$ cat src/rtl/fetch_seq_pkg.sv
// Shared types and constants for the RiScKy fetch sequencer.
package fetch_seq_pkg;
  localparam int              XLEN            = 32;
  localparam logic [XLEN-1:0] NOP             = 32'h0000_0013;
  localparam logic [XLEN-1:0] DEF_RESET_VEC   = 32'h0000_0000;
  localparam logic [XLEN-1:0] DEF_TRAP_VEC    = 32'h0000_0100;
  localparam int              DEF_ACK_TIMEOUT = 16;

  typedef enum logic [1:0] {
    ST_IDLE,
    ST_FETCH,
    ST_DRAIN,
    ST_HOLD
  } fetch_state_e;

  function automatic logic misaligned(input logic [XLEN-1:0] a);
    return a[1:0] != 2'b00;
  endfunction
endpackage

$ cat src/rtl/fetch_timeout_ctr.sv
// Saturating wait counter; expired_o fires on the MAX-th consecutive enabled cycle.
module fetch_timeout_ctr #(
  parameter int MAX = 16
) (
  input  logic clk,
  input  logic rst_n,
  input  logic clr_i,
  input  logic en_i,
  output logic expired_o
);
  localparam int          W    = (MAX > 1) ? $clog2(MAX) : 1;
  localparam logic [W-1:0] LAST = W'(MAX - 1);

  logic [W-1:0] cnt_q, cnt_d;

  always_comb begin
    cnt_d = cnt_q;
    if (clr_i)                      cnt_d = '0;
    else if (en_i && cnt_q != LAST) cnt_d = cnt_q + 1'b1;
  end

  always_ff @(posedge clk or negedge rst_n) begin
    if (!rst_n) cnt_q <= '0;
    else        cnt_q <= cnt_d;
  end

  assign expired_o = en_i && (cnt_q == LAST);
endmodule

$ cat src/rtl/fetch_seq.sv
// Front-end fetch sequencer: owns the PC, drives the imem req/ack port and a
// one-entry instruction register toward decode.
module fetch_seq
  import fetch_seq_pkg::*;
#(
  parameter logic [XLEN-1:0] RESET_VEC   = DEF_RESET_VEC,
  parameter logic [XLEN-1:0] TRAP_VEC    = DEF_TRAP_VEC,
  parameter int              ACK_TIMEOUT = DEF_ACK_TIMEOUT
) (
  input  logic            clk,
  input  logic            rst,
  input  logic            stall_i,
  input  logic            redirect_valid,
  input  logic [XLEN-1:0] redirect_target,
  input  logic            trap_i,
  output logic            imem_req,
  output logic [XLEN-1:0] imem_addr,
  input  logic            imem_ack,
  input  logic [XLEN-1:0] imem_rdata,
  output logic            instr_valid,
  output logic [XLEN-1:0] instr,
  output logic [XLEN-1:0] instr_pc,
  output logic [XLEN-1:0] pc,
  output logic            misalign_o,
  output logic            bus_err_o
);
  fetch_state_e    state_q, state_d;
  logic [XLEN-1:0] pc_q, pc_d, fa_q, fa_d, instr_q, instr_d, ipc_q, ipc_d;
  logic            iv_q, iv_d, mis_q, mis_d, berr_q, berr_d;
  logic            flush, launch, tmo_en, tmo_clr, tmo_exp;
  logic [XLEN-1:0] flush_pc;

  assign flush    = trap_i | redirect_valid;
  assign flush_pc = (trap_i || misaligned(redirect_target)) ? TRAP_VEC : redirect_target;
  assign imem_req = (state_q == ST_FETCH) || (state_q == ST_DRAIN);
  assign tmo_en   = imem_req && !imem_ack;
  assign tmo_clr  = imem_ack || launch || (state_d != state_q);

  fetch_timeout_ctr #(.MAX(ACK_TIMEOUT)) u_tmo (
    .clk      (clk),
    .rst_n    (rst),
    .clr_i    (tmo_clr),
    .en_i     (tmo_en),
    .expired_o(tmo_exp)
  );

  always_comb begin
    state_d = state_q;
    pc_d    = pc_q;
    fa_d    = fa_q;
    instr_d = instr_q;
    ipc_d   = ipc_q;
    iv_d    = iv_q;
    berr_d  = 1'b0;
    mis_d   = redirect_valid && !trap_i && misaligned(redirect_target);
    launch  = 1'b0;
    if (flush) pc_d = flush_pc;
    unique case (state_q)
      ST_IDLE: begin
        state_d = ST_FETCH;
        launch  = 1'b1;
      end
      ST_FETCH, ST_DRAIN: begin
        if (tmo_exp) begin
          // abort the bus cycle; a one-cycle IDLE bubble precedes the trap fetch
          state_d = ST_IDLE;
          pc_d    = TRAP_VEC;
          berr_d  = 1'b1;
        end else if (imem_ack) begin
          if (state_q == ST_FETCH && !flush) begin
            instr_d = imem_rdata;
            ipc_d   = fa_q;
            iv_d    = 1'b1;
            pc_d    = fa_q + 32'd4;
            state_d = ST_HOLD;
          end else begin
            state_d = ST_FETCH;
            launch  = 1'b1;
          end
        end else if (flush) begin
          state_d = ST_DRAIN;
        end
      end
      ST_HOLD: begin
        if (flush || !stall_i) begin
          iv_d    = 1'b0;
          state_d = ST_FETCH;
          launch  = 1'b1;
        end
      end
      default: state_d = ST_IDLE;
    endcase
    if (launch) fa_d = pc_d;
  end

  always_ff @(posedge clk or negedge rst) begin
    if (!rst) begin
      state_q <= ST_IDLE;
      pc_q    <= RESET_VEC;
      fa_q    <= '0;
      instr_q <= '0;
      ipc_q   <= '0;
      iv_q    <= 1'b0;
      mis_q   <= 1'b0;
      berr_q  <= 1'b0;
    end else begin
      state_q <= state_d;
      pc_q    <= pc_d;
      fa_q    <= fa_d;
      instr_q <= instr_d;
      ipc_q   <= ipc_d;
      iv_q    <= iv_d;
      mis_q   <= mis_d;
      berr_q  <= berr_d;
    end
  end

  assign imem_addr   = fa_q;
  assign instr_valid = iv_q;
  assign instr       = instr_q;
  assign instr_pc    = ipc_q;
  assign pc          = pc_q;
  assign misalign_o  = mis_q;
  assign bus_err_o   = berr_q;
endmodule

$ cat config.mk
export PLATFORM = sky130hd
export DESIGN_NAME = fetch_seq
export DESIGN_NICKNAME = d
export VERILOG_FILES = /design/src/rtl/fetch_seq_pkg.sv /design/src/rtl/fetch_timeout_ctr.sv /design/src/rtl/fetch_seq.sv
export SDC_FILE = /design/constraint.sdc
export NUM_CORES = 1
export LEC_CHECK = 0
export BUFFER_PORTS_ARGS = -buffer_cell sky130_fd_sc_hd__buf_2
export CAP_MARGIN = 20
export CORE_UTILIZATION = 47
export DETAILED_ROUTE_END_ITERATION = 16
export PLACE_DENSITY_LB_ADDON = 0.2
export SYNTH_ARGS = -nofsm -noshare
export SYNTH_HDL_FRONTEND = slang
export SYNTH_SLANG_ARGS = --single-unit
$ cat constraint.sdc
create_clock -name clk -period 2.3 [get_ports clk]
set_clock_uncertainty 0.15 [all_clocks]
set_input_delay 0.69 -clock clk [delete_from_list [all_inputs] [get_ports clk]]
set_output_delay 0.69 -clock clk [all_outputs]
set_load 0.01 [all_outputs]
After elaboration in Yosys (flattened, before gate mapping)
Cells that the tools add are included.
- register bits after elaboration: 137
- input port bits: 70
- logic and storage cells: 71
- add/sub/neg operators: 2
- eq/ne operators: 10
- multiplexer cells: 26
- bitwise logic cells: 2
- reduce and logical (&&, ||, !) cells: 22
- operators by type and width (operator ; count):
    32-bit two-way mux ; 6
    32-bit by 3-bit adder with 32-bit output, second input constant ; 1
    1-bit two-way mux ; 10
    2-bit two-way mux ; 5
    4-bit two-way mux ; 2
    2-bit inequality test, second input constant ; 4
    1-bit logical AND ; 6
    2-bit one-hot mux with 3 select lines ; 1
    2-bit nonzero test ; 3
    1-bit logical OR ; 5
    5-bit AND reduction ; 1
    4-bit by 1-bit adder with 4-bit output, second input constant ; 1
    2-bit equality test, second input constant ; 2
    4-bit equality test, second input constant ; 1
    1-bit logical NOT ; 4
    4-bit inequality test, second input constant ; 1
    4-bit AND reduction ; 1
    1-bit one-hot mux with 3 select lines ; 1
    2-bit by 1-bit equality test with 1-bit output, second input constant ; 1
    2-bit logical NOT ; 1
    2-bit inequality test ; 1
    1-bit one-hot mux with 2 select lines ; 1
    2-bit OR reduction ; 1
    1-bit NOT ; 1
    1-bit OR ; 1

Longest topological paths before layout
Gate-level depths: netlist of run 1.
- depth after elaboration: 10
- depth in mapped cells: 11
- depth with buffers taken out: 8

Modules after synthesis
A second synthesis of run 1 with hierarchy kept.
- cell total of the unflattened synthesis: 727
- area total of the unflattened synthesis: 6682.7 sq um
- modules (own cells, without submodules) (module ; times used ; cells an instance ; area an instance (sq um) ; seq. area each (sq um)):
    fetch_seq ; 1 ; 706 ; 6443.7 ; 3328.2
    fetch_timeout_ctr ; 1 ; 21 ; 239.0 ; 100.1

Worst setup path before layout of run 1
OpenSTA, ideal clock, no wires.
- path type: reg2reg
- from: reg state_q[1]
- to: reg fa_q[29] (netlist: imem_addr[29])
- setup time: 0.126 ns
- arrival: 2.161 ns
- data required time: 2.024 ns
- slack: -0.137 ns
- stages on the path, launching flop included: 11
- buffers on the path: 3
- period minus slack after synthesis: 2.437 ns
- path through: dfrtp_1 > inv_1 > ha_1 > buf_2 > inv_2 > or3_1 > clkbuf_1 > inv_2 > buf_2 > nor2_1 > a221o_1
- word-level cells in the longest chain between the ends: 6
- ends and longest elaborated chain (element ; RTL line ; source):
    start, declared ; fetch_seq.sv:27 ; fetch_state_e state_q, state_d;
    start signal, assigned ; fetch_seq.sv:107 ; state_q <= state_d;
    2-bit by 1-bit equality test with 1-bit output / 2-bit equality test (equally long branches) ; fetch_seq.sv:35 ; assign imem_req = (state_q == ST_FETCH) || (state_q == ST_DRAIN);
    1-bit logical OR (*) ; fetch_seq.sv:35 ;
    named net imem_req ; fetch_seq.sv:16 ; output logic imem_req,
    1-bit logical AND (*) ; fetch_seq.sv:36 ; assign tmo_en = imem_req && !imem_ack;
    1-bit logical AND (*) ; fetch_timeout_ctr.sv:27 ; assign expired_o = en_i && (cnt_q == LAST);
    1-bit two-way mux / 32-bit two-way mux (equally long branches) ; fetch_seq.sv:64 ; if (tmo_exp) begin
    1-bit one-hot mux with 3 select lines / 32-bit two-way mux (equally long branches) ; fetch_seq.sv:58 ; unique case (state_q)
    end signal, assigned ; fetch_seq.sv:100 ; fa_q <= '0;
    end signal, assigned ; fetch_seq.sv:109 ; fa_q <= fa_d;
    end, declared ; fetch_seq.sv:28 ; logic [XLEN-1:0] pc_q, pc_d, fa_q, fa_d, instr_q, instr_d, ipc_q, ipc_d;
The timed path passes the listed nets; every way through them passes the cells marked *.
A chain may end at the register's enable or synchronous reset.

Final worst setup path of run 1
- from: reg state_q[1]
- to: out imem_req
- word-level cells in the longest chain between the ends: 2
- ends and longest elaborated chain (element ; RTL line):
    2-bit by 1-bit equality test with 1-bit output / 2-bit equality test (equally long branches) ; fetch_seq.sv:35
    1-bit logical OR (*) ; fetch_seq.sv:35
    end, declared ; fetch_seq.sv:16
Every way passes the cells marked *; elsewhere a longest branch is shown, timed or not.

==> results.md, run 1 <==
- Static timing analysis puts the maximum clock frequency at about 450 MHz.
- Data on the critical path arrives at its endpoint at 1.38 ns.
- The worst slack at placement is -0.0794 ns.
- The fraction of the cycle the final worst path needs is 96.4%.
- The synthesis-to-layout area growth is 34.9%.
- The total count of max-transition violations in the final report is 0.
- The element type at the critical path end is an output pin.
- The number of nets in the layout is slightly above 1,000.
- The time the final worst path needs with I/O delays and setup is ~2.2 ns.
- Entering global routing, the biggest net connects 50 pins.
- The layout has about 1,100 filler cells.
- Traced cell by cell, the critical path runs through inv_1 -> ha_4 -> buf_2.
- The instance count of the mapped netlist is 711.
- The register area share after synthesis is between 50% and 60%.
- The congestion estimate from routability-driven global placement came to 0.893.
- Setup repair after global routing left no endpoint under its margin.
- The via density per instance is around 5.6.
- Once routing completed, OpenROAD measured the worst setup slack at between 0.08 and 0.09 ns.
- In this run the power density over the cells is 1150 nW/um2.
- After synthesis, the cell types taking the most area are sky130_fd_sc_hd__dfrtp_1 52%, sky130_fd_sc_hd__nand2_1 12%, sky130_fd_sc_hd__xnor2_1 2.9%, sky130_fd_sc_hd__o21ai_0 2.7%, sky130_fd_sc_hd__a22oi_1 2.4%.
- The synthesized design devotes to its leading area cell type a little over half of total area.
- A synthesized cell averages between 9 and 10 um2.
- The total congestion overflow is 0.
- The final number of hold-violating endpoints was 0.
- Across all hold checks on the routed design, the worst slack comes to roughly 0.056 ns.
- The setup violation total in the final timing report is 0.
- The total number of yosys warnings is 0.
- Measured on the finished design, the core utilization comes to about two thirds.
- The via count of the first global-routing pass came to 6,178.
- The clock tree root driver cell is sky130_fd_sc_hd__clkbuf_16.
- The number of rows in the core area is 42.
- The top flip-flop cell by instance count after synthesis is sky130_fd_sc_hd__dfrtp_1.
- For this design the static power due to leakage is ~4.7 nW.
- The die is approximately 120 um wide.
- The cell with the largest stage delay on the worst path is sky130_fd_sc_hd__dfrtp_1.
- The number of maximum-capacitance constraint violations is 0.
- For this run, design rule violations remaining after detail routing come to 0.
- The number of cell instances on the worst register-to-register path is 6.
- The effective utilization at floorplan is about half.
- The flow ran to the end, and the final reports show no timing, DRC or antenna violations.
- The slack of the worst reg-to-reg path is 0.10 ns.
- The number of I/O port buffers is between 200 and 250.
- The number of distinct library cells after synthesis is slightly above 60.
- After clock tree synthesis, the clock-pin slew on the worst setup and hold paths is approximately 0.050 ns.
- The total power draw is around 10 mW.
- The number of H-tree branching levels is 4.
- The post-route netlist has roughly 33% of its cells at a drive strength greater than 1.
- The source-to-sink clock delay at the later pin of the worst-skew pair is roughly 0.42 ns.
- The kind of path behind the tightest hold check is input pin to async pin.
- The total routing usage reported by global routing is between 20% and 30%.
- The total wire length after detailed routing is roughly 20 mm.
- The critical path is of the register to output pin type.
- The largest total area in the synthesized netlist belongs to sky130_fd_sc_hd__dfrtp_1.
- The startpoint identified for the worst register-to-register timing path is state_q[0].
- The clock sink count is 137.
- The count of nets left with antenna violations once routing finished came out at 0.
- The required time at the endpoint of the critical path is approximately 1.5 ns.
- The number of antenna cells inserted is 0.
- The first global-routing pass estimated ~32 mm of wire.
- The die covers between 10,000 and 15,000 um2.
- The worst pin sits at a relative slew slack of between 60% and 70%.
- The category of the worst setup path launch point is a register.
- No sink is reached through more buffers than the 2 on the longest clock path.
- Dividing the detail-routed wire length by the instance count gives between 15 and 20 um.
- The first-pass iteration count of the detailed router is 5.
- The count of hold buffers inserted by post-cts repair is 0.
- The worst flop-to-flop path endpoint is imem_addr[29].
- In this run, synthesis inferred 0 flip-flops with an integrated enable.
- IR analysis of the VDD net gives a maximum drop of 0.000621 V.
- The initial antenna violation count is 0.
- The actual slew at the worst max-slew pin is just over 0.5 ns.
- The library cell used most frequently in the layout, excluding fill and tap cells, is sky130_fd_sc_hd__nand2_1.
- The die span in y is ~120 um.
- The core region is roughly 13,000 um2.
- TritonCTS built the clock tree.
- For this run, the slowest stage of the critical path takes about 0.37 ns.
- The top cell types in the final layout, fill and taps aside, are 214 x sky130_fd_sc_hd__nand2_1, 200 x sky130_fd_sc_hd__buf_2, 137 x sky130_fd_sc_hd__dfrtp_1.
- The HPWL after detailed placement is 14.1 mm.
- The routed layout has between 6,000 and 7,000 vias.
- The post-synthesis register bit count is approximately 140.
- 202 I/O pins were placed.
- The biggest fanout along the worst timing path is 10.
- The share of flip-flops with an asynchronous set or reset after synthesis is between 90% and 100%.
- The detailed router's first-iteration violation count is between 400 and 500.
- The number of buffers created by CTS is 17.
- The number of nets in the synthesized netlist is slightly below 800.
- In this run the cell area of the synthesized design comes to approximately 6600 um2.
[flip-flops by register name (all words and copies together) (netlist names)]
| register | flops |
|---|---|
| u_tmo.cnt_q | 4 |
| misalign_o | 1 |
| imem_addr | 32 |
| bus_err_o | 1 |
| instr_pc | 32 |
| instr_valid | 1 |
| pc | 32 |
| state_q | 2 |
| instr | 32 |
[worst max-delay path, delay by kind of cell (launching register included)]
family | cells | cell delay (ns)
flip-flops | 1 | 0.37
buffers and inverters | 2 | 0.31
adder cells (fa/ha/maj) | 1 | 0.27
[cells in the mapped netlist (7+ instances only)]
cell type,instances
sky130_fd_sc_hd__o21ai_0,35
sky130_fd_sc_hd__inv_1,11
sky130_fd_sc_hd__dfrtp_1,137
sky130_fd_sc_hd__xnor2_1,22
sky130_fd_sc_hd__o21ai_1,7
sky130_fd_sc_hd__o22ai_1,17
sky130_fd_sc_hd__a22oi_1,21
sky130_fd_sc_hd__nand4_1,9
sky130_fd_sc_hd__buf_2,18
sky130_fd_sc_hd__o2bb2ai_1,9
sky130_fd_sc_hd__a21oi_1,19
sky130_fd_sc_hd__a22o_1,14
sky130_fd_sc_hd__nand2_1,215
sky130_fd_sc_hd__clkbuf_1,12
sky130_fd_sc_hd__buf_1,12
sky130_fd_sc_hd__nand3_1,16
sky130_fd_sc_hd__xor2_1,9
sky130_fd_sc_hd__nor2_1,41
[how the worst max path moves through the flow]
stage                            start            end  depth (start not counted)
after detailed placement        trap_i  imem_addr[19]                          7
after global placement          trap_i  imem_addr[19]                          7
after global routing      imem_addr[3]  imem_addr[24]                          8
after CTS                   state_q[1]       imem_req                          3
after floorplan             state_q[1]  imem_addr[29]                         10
final                       state_q[1]       imem_req                          3
[where the power goes]
part	internal (mW)	leakage [nW]	switching (mW)
clock network	1.87	0.307	1.04
registers	3.04	1.82	0.394
logic	1.57	2.55	2.25
total	6.48	4.68	3.68
[kinds of logic (layout without fill, tap and decap cells)]
kind of cell,after synthesis,in the layout,share of synthesized area [%]
multiplexers,4,4,0.685
adder cells (fa/ha/maj),6,6,1.14
AND/OR/NAND/NOR,320,320,22.1
buffers and inverters,57,308,3.71
AO/OA/AOI/OAI,156,156,16.0
XOR/XNOR,31,31,4.13
flip-flops,137,137,52.2
[through the flow]
step	std cells	area [um2]	setup TNS, ns
finish	1138	8860	0
floorplan	711	6590	0
global route	1138	8860	0
global placement	1105	8220	-0.0853
detailed placement	1105	8220	-0.159
CTS	1136	8840	0
[final cells by class]
| cell class | count | area, um2 | share of cell area [%] |
|---|---|---|---|
| timing repair buffer | 262 | 1580 | 17.9 |
| inverter | 14 | 52.6 | 0.593 |
| sequential | 137 | 3430 | 38.7 |
| multi-input combinational | 517 | 2950 | 33.3 |
| clock buffer | 21 | 460 | 5.20 |
| clock inverter | 11 | 169 | 1.91 |
| tap | 176 | 220 | 2.48 |
[metal layers]
metal	GRT usage, %	part of all wire (%)	up-vias
li1	-	-	2929
met1	38.0	44	3109
met2	45.9	48	269
met3	5.19	6.3	24
met4	10.0	1.6	0
met5	0	0	-
[what timing repair did]
item,in CTS,in global routing
buffers inserted,0,2
endpoints found under the hold margin,0,0
cloned,0,0
gates resized for setup,0,2
setup endpoints to repair,1,11
pin swaps,0,1
No activity file was read; power rests on OpenSTA's default activity.
==> inputs of run 2 (changes only) <==
--- a/config.mk
+++ b/config.mk
@@ -5,6 +5,7 @@
 export SDC_FILE = /design/constraint.sdc
 export NUM_CORES = 1
 export LEC_CHECK = 0
+export ABC_AREA = 1
 export BUFFER_PORTS_ARGS = -buffer_cell sky130_fd_sc_hd__buf_2
 export CAP_MARGIN = 20
 export CORE_UTILIZATION = 47
==> run 2 against run 1 <==
Cell area decreased by 4.2%. Worst hold slack worse by 0.040 ns. Clock-buffer cell count is 1 lower. Cell count is 7.7% higher. Sequential power up 7.0%. Flip-flop and latch count did not move. Clock power is 4% lower. Synthesized area shrank 1.3%. Critical path type unchanged. Highest routed layer unchanged.
==> results.md, run 2 <==
- The critical path start-end classification is register to output pin.
- The share of flip-flops with an asynchronous set or reset after synthesis is 100%.
- The total via count in the routed design is 6,089.
- Wire segments on met2 add up to around 8.5 mm in the final route.
- Dividing the final minimum period by the clock period gives between 90% and 100%.
- After clock tree synthesis, the flow added hold-fix buffers numbering 0.
- The number of buffers created by CTS is 17.
- At the end of routability-driven placement, the weighted congestion stood at ~0.81.
- The top routing layer in use is met4.
- The final instance area is between 8000 and 9000 um2.
- The switching part of the total is 37.2%.
- The combinational fraction of design power is between 30% and 40%.
- The area share of the largest cell type after synthesis is 52.8%.
- The fraction of final layout cells with drive strength greater than 1 is 26.6%.
- Setup repair after global routing left no endpoint under its margin.
- For this run, the detailed router's first-pass iteration total came to 5.
- Data on the critical path arrives at its endpoint at about 1.4 ns.
- Counting along the longest clock path gives a buffer depth of 2.
- The number of maximum-capacitance constraint violations is 0.
- Measured against the total synthesized area, the mux share comes to 0%.
- For this run, the register share of the synthesized area comes to 52.8%.
- The largest net degree at the start of global routing is 50.
- The smallest clock period supported by the final layout is computed as approximately 2.2 ns.
- The worst register-to-register path has a depth of 12.
- After clock tree synthesis, the clock-pin slew on the worst setup and hold paths is about 0.06 ns.
- In this run the worst hold path is classified as input pin to async pin.
- After detailed placement, the total cell area comes to 7860 um2.
- For the worst setup path, the data required time is 1.46 ns.
- Buffers added to address setup during post-CTS repair amount to 0.
- The element type at the critical path end is an output pin.
- The internal power is 6.14 mW.
- For this design the total switching power over the nets is 3.64 mW.
- The number of H-tree branching levels is 4.
- The post-route DRC violation count is 0.
- On the final layout, the worst hold slack is 0.0162 ns.
- The instance count of the mapped netlist is ~820.
- The initial antenna violation count came to 0.
- At the placement stage, the worst setup path has a slack of -0.0234 ns.
- The synthesized design contains ~140 register bits.
- The total number of yosys warnings is 0.
- The detailed router's first-iteration violation count is 474.
- The final number of hold-violating endpoints was 0.
- For this run, the post-layout net count is 1,113.
- The core occupancy in the finished layout is between 60% and 70%.
- The maximum VDD drop is around 0.00054 V.
- From synthesis to final layout, the design area changed by 30.8%.
- The setup check on the worst reg-to-reg path leaves a slack of ~0.25 ns.
- The source-to-sink clock delay at the later pin of the worst-skew pair is ~0.42 ns.
- In the synthesized netlist the dominant register cell turns out to be sky130_fd_sc_hd__dfrtp_1.
- Summed over all instances, the cell type with the most area after synthesis is sky130_fd_sc_hd__dfrtp_1.
- The leakage power figure is about 4.8 nW.
- The via density per instance is approximately 5.0.
- By area, the combinational part of the netlist is dominated by simple AND/OR/NAND/NOR gates.
- The HPWL after detailed placement is ~13 mm.
- The initial utilization of the core area, before any placement, comes to roughly half.
- The headroom to the max-slew limit is between 50% and 60%.
- The floorplan step set the die height to about 120 um.
- Global routing finished with a remaining overflow of 0.
- In the layout the commonest cells are 340 x sky130_fd_sc_hd__nand2_1, 200 x sky130_fd_sc_hd__buf_2, 137 x sky130_fd_sc_hd__dfrtp_1.
- The floorplan die width is 120 um.
- The post-route met1 wirelength is roughly 8 mm.
- Once detail routing completed, the nets flagged for antenna violations numbered 0.
- The synthesized netlist devotes roughly 5.3% of its cell area to compound gates.
- In this run the clock root is driven by a sky130_fd_sc_hd__clkbuf_16.
- Sorting the synthesized cells by area gives the leading types as sky130_fd_sc_hd__dfrtp_1 53%, sky130_fd_sc_hd__nand2_1 20%, sky130_fd_sc_hd__nand3_1 5.6%, sky130_fd_sc_hd__inv_1 3.9%, sky130_fd_sc_hd__o21ai_0 3.5%.
- After Yosys synthesis, full adders, half adders and majority gates account for under 10% of the synthesized area.
- After Yosys synthesis, XOR and XNOR cells account for roughly 1.1% of the synthesized area.
- Counting every net in the synthesized netlist gives 898.
- The floorplan step defined a die boundary enclosing about 14,000 um2.
- In the global route stage, overall resource usage came out at 26.3%.
- In this run, placement finished with an instance count of approximately 1,200.
- The total wire length after detailed routing is 18.0 mm.
- Clock tree synthesis found a total of between 100 and 150 sinks.
- After floorplanning, the core was divided into between 40 and 50 placement rows.
- The via count of the first global-routing pass is 5,785.
- The fmax is 448 MHz.
- For the pin with the worst max-slew slack, the measured transition is around 0.67 ns.
- The number of distinct library cells after synthesis is 36.
- Excluding fillers, the count of instances in the completed layout stands at 1,226.
- In the synthesized netlist, the cells that appear most often are 340 x sky130_fd_sc_hd__nand2_1, 137 x sky130_fd_sc_hd__dfrtp_1, 72 x sky130_fd_sc_hd__nand3_1, 68 x sky130_fd_sc_hd__inv_1, 47 x sky130_fd_sc_hd__nor2_1.
- STA classifies the critical path startpoint as a register.
- The count of flip-flops with a built-in enable after synthesis is 0.
- The count of buffers added on input and output ports is approximately 200.
- TritonCTS built the clock tree.
- The portion of total power attributed to the clock network is 28.5%.
- The minimum setup slack in the final design is between 0.06 and 0.07 ns.
- Setup violations remaining at the end of the flow were counted as 0.
- The first global-routing pass estimated 29.0 mm of wire.
- The flow ran to the end, and the final reports show no timing, DRC or antenna violations.
- By instance count, the leading cell after synthesis is sky130_fd_sc_hd__nand2_1.
- The total core area is between 10,000 and 15,000 um2.
- The average routed wire per standard cell is 14.6 um.
- The number of antenna cells inserted is 0.
- The total count of max-transition violations in the final report is 0.
- For this design the ratio of total power to cell area is 1150 nW/um2.
- A synthesized cell averages around 7.9 um2.
- The synthesized area is between 6000 and 7000 um2.
- The most common library cell in the layout ignoring fill and taps is sky130_fd_sc_hd__nand2_1.
- Along the worst path, the maximum fanout reaches 4.
- The fraction of the mapped netlist area in simple logic gates is around a third.
- Of the total power, registers draw between 30% and 40%.
- The detailed route wirelength on metal3 is about 1.1 mm.
- between 200 and 250 I/O pins were placed.
-- run 2: changes by cell type after synthesis, sizes merged, moves of 21 or more --
cell   previous run  this run
inv              13        70
nand2           215       342
xnor2            22         1
a22oi            21         0
nand3            17        76
-- run 2: stage by stage --
| stage | TNS (ns) | total power [mW] |
|---|---|---|
| 3_5_place_dp | -0.0430 | 7.00 |
| 3_3_place_gp | 0 | 6.95 |
| 4_1_cts | 0 | 9.84 |
| 2_1_floorplan | 0 | 5.46 |
| 5_1_grt | 0 | 10.4 |
| 6_report | 0 | 9.79 |
-- run 2: worst max-delay path: stages, from the launching register on --
cell	delay, ns
sky130_fd_sc_hd__dfrtp_1	0.39
sky130_fd_sc_hd__inv_2	0.09
sky130_fd_sc_hd__ha_4	0.21
sky130_fd_sc_hd__buf_4	0.15
sky130_fd_sc_hd__buf_2	0.14
-- run 2: cell families after synthesis --
group	after synthesis
compound gates	64
fa+ha+maj	6
buf+inv	101
flops	137
simple gates	506
xor+xnor	8
-- run 2: layout make-up --
| cell class | count | area [um2] |
|---|---|---|
| multi-input cells | 584 | 2660 |
| clock buffers | 20 | 457 |
| inverters | 70 | 264 |
| flip-flops and latches | 137 | 3430 |
| clock inverters | 12 | 149 |
| fillers | 1192 | 4860 |
| repair buffers | 227 | 1310 |
| well taps | 176 | 220 |
-- run 2: routing by layer --
layer | track usage (%) | up-vias
met5 | 0 | -
met4 | 7.89 | 0
met3 | 5.89 | 20
met2 | 41.8 | 205
met1 | 36.0 | 2821
li1 | - | 3043
-- run 2: final timing paths --
path / start / end
min in group clk: imem_rdata[28] / instr[28]
worst max-delay path: state_q[1] / imem_req
worst min-delay path: rst / bus_err_o
worst min register to register: instr[15] / instr[15]
max in group asynchronous: rst / instr[9]
worst max register to register: state_q[1] / imem_addr[13]
-- run 2: timing repair --
| action | CTS | global route |
|---|---|---|
| cloned | 0 | 0 |
| endpoints found under the setup margin | 1 | 2 |
| gates resized for setup | 2 | 2 |
-- run 2: power groups by stage --
stage	Combinational, mW	Sequential (mW)	Clock [mW]
3_5_place_dp	3.31	3.70	0
5_1_grt	3.72	3.77	2.93
6_report	3.32	3.67	2.79
2_1_floorplan	1.48	3.98	0
4_1_cts	3.36	3.67	2.82
3_3_place_gp	3.26	3.69	0
==> inputs of run 3 (changes only) <==
--- a/config.mk
+++ b/config.mk
@@ -8,8 +8,11 @@
 export ABC_AREA = 1
 export BUFFER_PORTS_ARGS = -buffer_cell sky130_fd_sc_hd__buf_2
 export CAP_MARGIN = 20
-export CORE_UTILIZATION = 47
+export CELL_PAD_IN_SITES_DETAIL_PLACEMENT = 1
+export CELL_PAD_IN_SITES_GLOBAL_PLACEMENT = 2
+export CORE_UTILIZATION = 26
 export DETAILED_ROUTE_END_ITERATION = 16
+export HOLD_SLACK_MARGIN = 0.15
 export PLACE_DENSITY_LB_ADDON = 0.2
 export SYNTH_ARGS = -nofsm -noshare
 export SYNTH_HDL_FRONTEND = slang
==> run 3 against run 2 <==
First-iteration DRC count down 35%. Combinational power grew 5%. Total power is 4.3% higher. Worst setup slack gained 0.048 ns. Clock power rose by 9.3%. Register-to-register slack worse by 0.06 ns. Sequential share of layout area down 1.5 points. Cell count increased by 13%. Non-clock buffer count rose by 11. Global-route usage shrank 7.8 points. Cell area grew 3.9%. Critical path type unchanged. Critical endpoint unchanged.
==> results.md, run 3 (synthesis gave the netlist of run 2 again) <==
- The cell sitting at the root of the clock tree is a sky130_fd_sc_hd__clkbuf_16.
- The via count of the first global-routing pass is ~6,300.
- The maximum VDD drop is 0.000762 V.
- TritonCTS built the clock tree.
- Cells with a size suffix above 1 make up 27.1% of the layout.
- The run finished with clean final reports.
- The switching power is 3.94 mW.
- The buffering stage count on the worst path with inverters included is 2.
- The biggest fanout along the worst timing path is 4.
- The total core area is 24,400 um2.
- The effective utilization at floorplan is between 20% and 30%.
- The number of antenna diodes in the final layout is 0.
- Clock tree synthesis inserted a total of 17 buffers.
- The highest layer touched by signal routing is met4.
- The startpoint identified for the worst hold timing path is imem_rdata[9].
- The total count of max-transition violations in the final report is 0.
- The via density per instance is about 4.4.
- The total power per unit cell area is around 1200 nW/um2.
- The detailed route wirelength on metal3 is roughly 950 um.
- The fraction of the cycle the final worst path needs is a little over nine tenths.
- The actual slew at the worst max-slew pin is around 0.53 ns.
- The combinational fraction of design power is approximately 34%.
- In the detailed route, the total length drawn on met2 is approximately 11 mm.
- The floorplan step set the die width to 160 um.
- Setup repair after global routing left no endpoint under its margin.
- Walking the worst path, the cells encountered are inv_1 -> ha_1 -> buf_2.
- In this run switching power makes up about two fifths of total power.
- Cell internal power was estimated by the tool at about 6.3 mW.
- The element type at the critical path end is an output pin.
- The critical path's top delay family is flip-flops.
- After the first detailed-routing iteration, the DRC count stood at between 300 and 400.
- Summing over every cut layer, the via total after detailed routing is slightly above 6,000.
- Entering global routing, the biggest net connects between 40 and 50 pins.
- The wire length of the first global-routing pass is between 30 and 40 mm.
- The number of setup buffers added after CTS is 0.
- The final number of hold-violating endpoints is 0.
- The number of H-tree branching levels is 4.
- Clock-pin slew was measured on the worst setup and hold paths at approximately 0.070 ns.
- Setup violations remaining at the end of the flow were counted as 0.
- The number of cell instances on the worst register-to-register path is 14.
- The later pin in the worst-skew pair is clocked with a latency of between 0.4 and 0.5 ns.
- The total routing usage reported by global routing is ~19%.
- In this run the core area contains between 50 and 60 standard-cell rows.
- Leaving out fill and tap cells, the most frequent cell in the layout is sky130_fd_sc_hd__nand2_1.
- The startpoint identified for the worst register-to-register timing path is state_q[1].
- The leakage power figure is between 4 and 5 nW.
- The die span in y is about 160 um.
- The synthesis-to-layout area growth is 35.9%.
- The completed layout was analyzed and its total power is approximately 10 mW.
- After the last flow step, the layout net total stands at 1,124.
- The number of cells after detailed placement is approximately 1,400.
- The post-route met1 wirelength is 10.6 mm.
- The finished layout holds 1,385 standard cells, fillers aside.
- The portion of total power attributed to the clock network is 29.8%.
- The average routed wire per standard cell is between 15 and 20 um.
- The last weighted congestion value of the routability-driven placer is 0.773.
- STA puts the critical path data required time at about 1.5 ns.
- The number of I/O port buffers is approximately 200.
- The clock period could shrink to ~2.2 ns.
- The count of fill cells added during filler insertion is around 3,000.
- For this run, the slowest stage of the critical path takes ~0.38 ns.
- The critical path is of the register to output pin type.
- The post-route DRC violation count is 0.
- The category of the worst setup path launch point is a register.
- Across the run, the number of max-cap violations was 0.
- The largest individual stage delay along the critical path comes from the cell sky130_fd_sc_hd__dfrtp_1.
- The top-level port count is slightly above 200.
- The first-pass iteration count of the detailed router is 4.
- The cell count of the worst hold path is 3.
- The total wire length after detailed routing is about 23 mm.
- The arrival time of the worst setup path is between 1 and 1.5 ns.
- The top cell types in the final layout, fill and taps aside, are 340 x sky130_fd_sc_hd__nand2_1, 200 x sky130_fd_sc_hd__buf_2, 137 x sky130_fd_sc_hd__dfrtp_1.
- The initial antenna violation count is 0.
- The critical path starts at state_q[1].
- The count of nets left with antenna violations after detail routing is 0.
- In this run the worst hold path is classified as input pin to register.
- The count of cell instances traversed by the critical path is 3.
- CTS saw 137 sinks.
- The fmax is around 460 MHz.
- Sequential cells burn a little over a third of the power.
- The floorplan step defined a die boundary enclosing between 20,000 and 30,000 um2.
- At the end of the flow the core is filled with cells to about 36%.
- The longest clock path from root to sink contains 2 buffers.
- The HPWL after detailed placement is about 17 mm.
- The tightest hold path in the finished design has a slack of around 0.30 ns.
- The headroom to the max-slew limit is around 65%.
- The total congestion overflow is 0.
- The setup TNS is 0 ns.
-- run 3: cell types whose count changed in the layout (fill, tap and decap cells not counted), moves of 2 or more --
cell / delta
sky130_fd_sc_hd__clkbuf_8: -2
sky130_fd_sc_hd__buf_12: +3
sky130_fd_sc_hd__buf_4: +7
sky130_fd_sc_hd__nor2_2: +2
sky130_fd_sc_hd__inv_6: +5
sky130_fd_sc_hd__clkinvlp_4: -3
sky130_fd_sc_hd__clkinv_4: +2
sky130_fd_sc_hd__inv_1: +2
sky130_fd_sc_hd__inv_2: -2
sky130_fd_sc_hd__clkinv_2: -4
-- run 3: power groups by stage --
stage | registers (mW) | logic (mW) | clock network [mW]
2_1_floorplan | 3.98 | 1.48 | 0
3_3_place_gp | 3.71 | 3.53 | 0
3_5_place_dp | 3.70 | 3.57 | 0
4_1_cts | 3.68 | 3.60 | 3.11
5_1_grt | 3.78 | 3.92 | 3.22
6_report | 3.66 | 3.50 | 3.05
-- run 3: per-stage QoR --
step	instance area, um2	setup slack (ns)
after floorplan	6490	0.0855
after global placement	8160	-0.00566
after detailed placement	8160	-0.0589
after CTS	8810	0.0840
after global routing	8820	0.00962
final	8820	0.114
-- run 3: timing repair --
| item | in CTS | in global routing |
|---|---|---|
| hold buffers | 1 | 0 |
| endpoints found under the hold margin | 40 | 0 |
| endpoints found under the setup margin | 0 | 6 |
| resized for setup | 0 | 2 |
-- run 3: worst paths after layout --
kind	endpoint	slack, ns
max in group asynchronous	instr_pc[22]	0.80
worst max register to register	imem_addr[24]	0.19
worst min register to register	instr[16]	0.32
min in group asynchronous	imem_addr[13]	0.61
worst max-delay path	imem_req	0.11
worst min-delay path	instr[9]	0.30
-- run 3: final cells by class --
cell class	instances	area (um2)	share of cell area, %
Clock inverter	14	209	2.37
Clock buffer	18	429	4.87
Tap cell	324	405	4.60
Timing Repair Buffer	238	1430	16.2
Multi-Input combinational cell	584	2650	30.1
Sequential cell	137	3430	38.9
Inverter	70	264	2.99
-- run 3: per-layer routing --
metal  vias up  GRT usage [%]
met5         -              0
met4         0           5.63
met3        19           3.40
met2       119           30.5
met1      2962           24.7
li1       3054              -
-- run 3: worst register-to-register path, stage by stage, from the launching register on --
cell,delay (ns)
sky130_fd_sc_hd__dfrtp_1,0.34
sky130_fd_sc_hd__inv_1,0.07
sky130_fd_sc_hd__ha_1,0.34
sky130_fd_sc_hd__inv_1,0.12
sky130_fd_sc_hd__nor2_2,0.16
sky130_fd_sc_hd__nand4_4,0.11
sky130_fd_sc_hd__nand2_4,0.09
sky130_fd_sc_hd__nand2_2,0.07
sky130_fd_sc_hd__buf_12,0.15
sky130_fd_sc_hd__nand3_1,0.08
sky130_fd_sc_hd__nand2_1,0.05
sky130_fd_sc_hd__inv_1,0.07
sky130_fd_sc_hd__nand2_1,0.08
sky130_fd_sc_hd__nand2_1,0.07
sky130_fd_sc_hd__nand2_1,0.05
